$ cat src/rtl/pipe_pkg.sv
// Shared types and constants for the DPCPU pipeline stage registers.
package pipe_pkg;

    // Occupancy state of a stage register: nothing held, one entry, or
    // two entries with the second parked in the skid register.
    typedef enum logic [1:0] {
        ST_EMPTY = 2'd0,
        ST_HOLD  = 2'd1,
        ST_SKID  = 2'd2
    } pipe_state_e;

    // Bubble encoding the CPU top passes as BUBBLE_VAL (addi x0, x0, 0).
    localparam logic [31:0] PIPE_NOP = 32'h0000_0013;

endpackage

$ cat src/rtl/pipe_sat_cnt.sv
// Saturating up-counter; sticks at all-ones instead of wrapping.
module pipe_sat_cnt #(
    parameter int CNT_W = 16
) (
    input  logic             clk,
    input  logic             clr,
    input  logic             inc,
    output logic [CNT_W-1:0] count
);

    // Count requested cycles until the counter is full, then hold.
    always_ff @(posedge clk) begin
        if (clr) begin
            count <= '0;
        end else if (inc && (count != {CNT_W{1'b1}})) begin
            count <= count + 1'b1;
        end
    end

endmodule

$ cat src/rtl/pipe_stage_reg.sv
// Pipeline stage register with valid/ready handshake, optional 2-entry skid
// buffer, flush-to-bubble and a saturating stall-cycle counter.
module pipe_stage_reg
    import pipe_pkg::*;
#(
    parameter int               WIDTH      = 32,
    parameter logic [WIDTH-1:0] RESET_VAL  = '0,
    parameter logic [WIDTH-1:0] BUBBLE_VAL = '0,
    parameter int               SKID       = 1,
    parameter int               CNT_W      = 16
) (
    input  logic             clk,
    input  logic             clr,
    input  logic             flush,
    input  logic             in_valid,
    output logic             in_ready,
    input  logic [WIDTH-1:0] d,
    output logic             out_valid,
    input  logic             out_ready,
    output logic [WIDTH-1:0] q,
    output logic [CNT_W-1:0] stall_cnt
);

    pipe_state_e      state;
    logic [WIDTH-1:0] main_q;
    logic             in_xfer;
    logic             stall;

    // q only ever comes from the main register, so downstream sees a flop output.
    assign q         = main_q;
    assign out_valid = (state != ST_EMPTY);
    assign in_xfer   = in_valid & in_ready;
    assign stall     = out_valid & ~out_ready;

    generate
        if (SKID != 0) begin : g_skid
            logic [WIDTH-1:0] skid_q;
            logic             ready_q;

            // in_ready is a flop: it is known before the cycle starts, which
            // is why a second entry is needed to catch the word in flight.
            assign in_ready = ready_q;

            // Occupancy FSM for the two-entry version; ready_q tracks "next state is not SKID".
            always_ff @(posedge clk) begin
                if (clr) begin
                    main_q  <= RESET_VAL;
                    skid_q  <= BUBBLE_VAL;
                    state   <= ST_EMPTY;
                    ready_q <= 1'b1;
                end else if (flush) begin
                    main_q  <= BUBBLE_VAL;
                    skid_q  <= BUBBLE_VAL;
                    state   <= ST_EMPTY;
                    ready_q <= 1'b1;
                end else begin
                    case (state)
                        ST_EMPTY: begin
                            ready_q <= 1'b1;
                            if (in_xfer) begin
                                main_q <= d;
                                state  <= ST_HOLD;
                            end else begin
                                main_q <= BUBBLE_VAL;
                            end
                        end
                        ST_HOLD: begin
                            if (out_ready) begin
                                if (in_xfer) begin
                                    main_q <= d;
                                end else begin
                                    main_q <= BUBBLE_VAL;
                                    state  <= ST_EMPTY;
                                end
                            end else if (in_xfer) begin
                                skid_q  <= d;
                                state   <= ST_SKID;
                                ready_q <= 1'b0;
                            end
                        end
                        ST_SKID: begin
                            if (out_ready) begin
                                main_q  <= skid_q;
                                state   <= ST_HOLD;
                                ready_q <= 1'b1;
                            end
                        end
                        default: begin
                            main_q  <= BUBBLE_VAL;
                            state   <= ST_EMPTY;
                            ready_q <= 1'b1;
                        end
                    endcase
                end
            end
        end else begin : g_flop
            // Without a skid entry the stage can only accept when its single
            // entry is leaving or already empty.
            assign in_ready = out_ready | ~out_valid;

            // Single-entry stall flop: a stall simply holds main_q.
            always_ff @(posedge clk) begin
                if (clr) begin
                    main_q <= RESET_VAL;
                    state  <= ST_EMPTY;
                end else if (flush) begin
                    main_q <= BUBBLE_VAL;
                    state  <= ST_EMPTY;
                end else begin
                    case (state)
                        ST_EMPTY: begin
                            if (in_xfer) begin
                                main_q <= d;
                                state  <= ST_HOLD;
                            end else begin
                                main_q <= BUBBLE_VAL;
                            end
                        end
                        ST_HOLD: begin
                            if (out_ready) begin
                                if (in_xfer) begin
                                    main_q <= d;
                                end else begin
                                    main_q <= BUBBLE_VAL;
                                    state  <= ST_EMPTY;
                                end
                            end
                        end
                        default: begin
                            main_q <= BUBBLE_VAL;
                            state  <= ST_EMPTY;
                        end
                    endcase
                end
            end
        end
    endgenerate

    pipe_sat_cnt #(
        .CNT_W (CNT_W)
    ) u_stall_cnt (
        .clk   (clk),
        .clr   (clr),
        .inc   (stall),
        .count (stall_cnt)
    );

endmodule

$ cat config.mk
export PLATFORM = sky130hd
export DESIGN_NAME = pipe_stage_reg
export DESIGN_NICKNAME = d
export VERILOG_FILES = /design/src/rtl/pipe_pkg.sv /design/src/rtl/pipe_sat_cnt.sv /design/src/rtl/pipe_stage_reg.sv
export SDC_FILE = /design/constraint.sdc
export NUM_CORES = 1
export LEC_CHECK = 0
export BUFFER_PORTS_ARGS = -buffer_cell sky130_fd_sc_hd__buf_2
export CAP_MARGIN = 10
export CORE_ASPECT_RATIO = 0.8
export CORE_MARGIN = 2
export CORE_UTILIZATION = 47
export DETAILED_ROUTE_END_ITERATION = 8
export PLACE_DENSITY_LB_ADDON = 0.25
export SETUP_SLACK_MARGIN = 0.05
export SLEW_MARGIN = 10
export SYNTH_ARGS = -nofsm -noshare
export SYNTH_HDL_FRONTEND = slang
export SYNTH_HIERARCHICAL = 1
export SYNTH_SLANG_ARGS = --single-unit
$ cat constraint.sdc
create_clock -name clk -period 4.05 [get_ports clk]
set_input_delay 0.6075 -clock clk [delete_from_list [all_inputs] [get_ports clk]]
set_output_delay 0.6075 -clock clk [all_outputs]
set_load 0.02 [all_outputs]
==> flow_summary.toml <==
[min_path]
hold_path.class = "register to register"
whs_path_depth = 2

[outcome]
outcome = "finished, final reports clean"

[sta]
skew_ps = 5.94
fin_crit_ps = 2300
fmax_mhz = 435
final-hold-violation-count = 0
setup-violations-final = 0
worst_pin_slew_ps = 1200
fin_hold_ws_ps = 477
drv_slew = 0
period_share_pct = 56.8
relSlewSlack_pct = 19.5
fin_tns_setup_ps = 0
rsz0062_at_grt = "no"

[final_layout]
diodes = 0
area_growth_pct = 16.4
fill_cells = 753
fin_nets = 520
layout-drive-gt1-share_pct = 24.2

[die]
core_mm2 = 0.00784
die_w_um = 104
fp-row-count = 29
initial_utilization_pct = 47.8
dieHeight_um = 83.9
boundaryPins = 87
die_area_mm2 = 0.00870

[synth]
ys_types = 48
yosys-top-cells-area = "dfxtp_1, a21oi_1, o31ai_1"
synth_edf_count = 0
syn_avg_cell_area_um2 = 8.84
synth_top_area_share_pct = 44.4
syn-num-nets = 462
synth-seq-cells = 83
yosys-top-cells-count = "dfxtp_1, a21oi_1, nand3_1"
synthFlopType = "dfxtp_1"
syn-cell-area_mm2 = 0.00375
yosysSeqAreaShare_pct = 44.4
synthCells = 424
yosysMostFrequentCell = "dfxtp_1"
ys.warnings.count = 6
ys_async_sr_fraction_pct = 0
netlist.top_cell.by_area = "dfxtp_1"

[global_route]
grt_pass1_wl_um = 17100
grt_start_max_net_pins = 43
grt_usage_pct = 24.1
grt_pass1_vias = 3343
antenna_found_initial = 0
grt.overflow.total = 0

[clock_network]
clock_sinks = 83
cts_tree = "built"
holdBufCountCts = 0
root_buffer = "clkbuf_8"
clk_pin_slew_ps = 80
cts_buffers = 9
cts_setup_buffers = 0
clk_latency_ps = 350
cts_resized = 0
htree_levels = 3
ctsLongestPathBuffers = 2

[routing]
antenna_left = 0
via_per_inst = 5.93
first_pass_iters = 5
drt_iter0_drc = 328
vias = 3530
wl_um = 10200
wire_per_inst_um = 17.1
drc = 0

[critical_path]
reg2reg_depth = 5
endpoint = "u_stall_cnt/count[11]"
critPathLaunch = "state[1]"
start_kind = "register"
cp-end-kind = "register"
reg2reg_slack_ps = 1750
worstPathRequired_ps = 4290
worstReg2RegEnd = "u_stall_cnt/count[11]"
r2r_start = "state[1]"
crit_arrival_ps = 2540
path_max_fanout = 11
critPathKind = "register to register"

[placed_design]
hpwl_um = 6230
portBuffers = 86
gp_congestion = 0.872

[run]
drv_cap = 0

[power_and_ir_drop]
p_leak_uw = 0.00160
vdd_drop_max_mv = 0.211
power.density_mw_per_mm2 = 407
## state kept, by name (all words and copies together), names as in the netlist
signal,count
g_skid.skid_q,32
q,32
u_stall_cnt/count,16
state,2
in_ready,1
## report_power, final
part	switching, uW	internal [uW]	leakage (uW)
clock	287	472	0.000128
combinational	116	56.9	0.000805
sequential	12.5	832	0.000672
total	415	1360	0.00160
## metrics by stage
| step | setup WS [ps] | instance area, um2 | util, % | total power, uW | instances |
|---|---|---|---|---|---|
| 6_report | 1750 | 4360 | 55.6 | 1780 | 595 |
| 3_3_place_gp | 1560 | 4100 | 52.3 | 1030 | 579 |
| 5_1_grt | 1600 | 4360 | 55.6 | 1850 | 595 |
| 3_5_place_dp | 1480 | 4100 | 52.3 | 1030 | 579 |
| 2_1_floorplan | 1900 | 3750 | - | 979 | 424 |
| 4_1_cts | 1790 | 4360 | 55.6 | 1790 | 595 |
## metal layers
| metal | share of wire, % | vias to the layer above | GRT usage, % |
|---|---|---|---|
| met5 | 0 | - | 0 |
| li1 | - | 1720 | - |
| met3 | 6.7 | 6 | 5.23 |
| met4 | 0.67 | 0 | 6.76 |
| met2 | 44 | 138 | 35.5 |
| met1 | 48 | 1666 | 35.6 |
## critical path, stage by stage (launching register included)
cell and delay [ps]:
dfxtp_1 570, or2_2 200, nor2b_1 350, nand2_1 320, nor4bb_1 370, mux2_2 380
## area by class of cell
type / instances / area (um2) / share of cell area [%]
clock buffers: 11 / 131 / 3.01
inverters: 3 / 11.3 / 0.258
clock inverters: 5 / 125 / 2.87
repair buffers: 92 / 475 / 10.9
multi-input cells: 293 / 1820 / 41.7
well taps: 108 / 135 / 3.10
flip-flops and latches: 83 / 1660 / 38.1
## kinds of logic (layout without fill, tap and decap cells)
logic type | after synthesis | count (layout) | synth area share [%]
DFF | 83 | 83 | 44.4
adders and majority gates | 1 | 1 | 0.334
AOI/OAI and AO/OA | 187 | 187 | 30.3
xor gates and xnor gates | 3 | 3 | 0.902
and+or+nand+nor | 99 | 99 | 16.1
muxes | 3 | 3 | 0.835
buffers and inverters | 48 | 111 | 7.21
## worst min path at each step
stage / start / end / slack [ps]
3_3_place_gp: g_skid.skid_q[30] / g_skid.skid_q[30] / 460
3_5_place_dp: g_skid.skid_q[24] / g_skid.skid_q[24] / 470
6_report: g_skid.skid_q[27] / g_skid.skid_q[27] / 480
2_1_floorplan: g_skid.skid_q[30] / g_skid.skid_q[30] / 450
4_1_cts: g_skid.skid_q[24] / g_skid.skid_q[24] / 480
5_1_grt: g_skid.skid_q[28] / g_skid.skid_q[28] / 500
## placed cells by master (no fill, tap or decap), types with 2 or more instances in the layout
master,Yosys,final
a21oi_1,74,74
a22oi_1,31,31
and2_1,2,2
and4_1,3,3
buf_2,18,86
buf_4,2,6
bufinv_16,0,4
clkbuf_1,15,2
clkbuf_8,0,9
dfxtp_1,83,83
inv_1,3,3
mux2i_1,2,2
nand2_1,7,7
nand2b_1,4,4
nand3_1,38,38
nand4_1,3,3
nor2_1,7,6
nor2b_1,5,4
nor3_1,5,5
nor4_1,2,2
o21ai_0,17,17
o21ai_1,20,20
o31ai_1,37,37
or2_2,2,2
or3_1,4,4
or4_1,7,7
xnor2_1,2,2
Power figures use the tool's default switching activity.
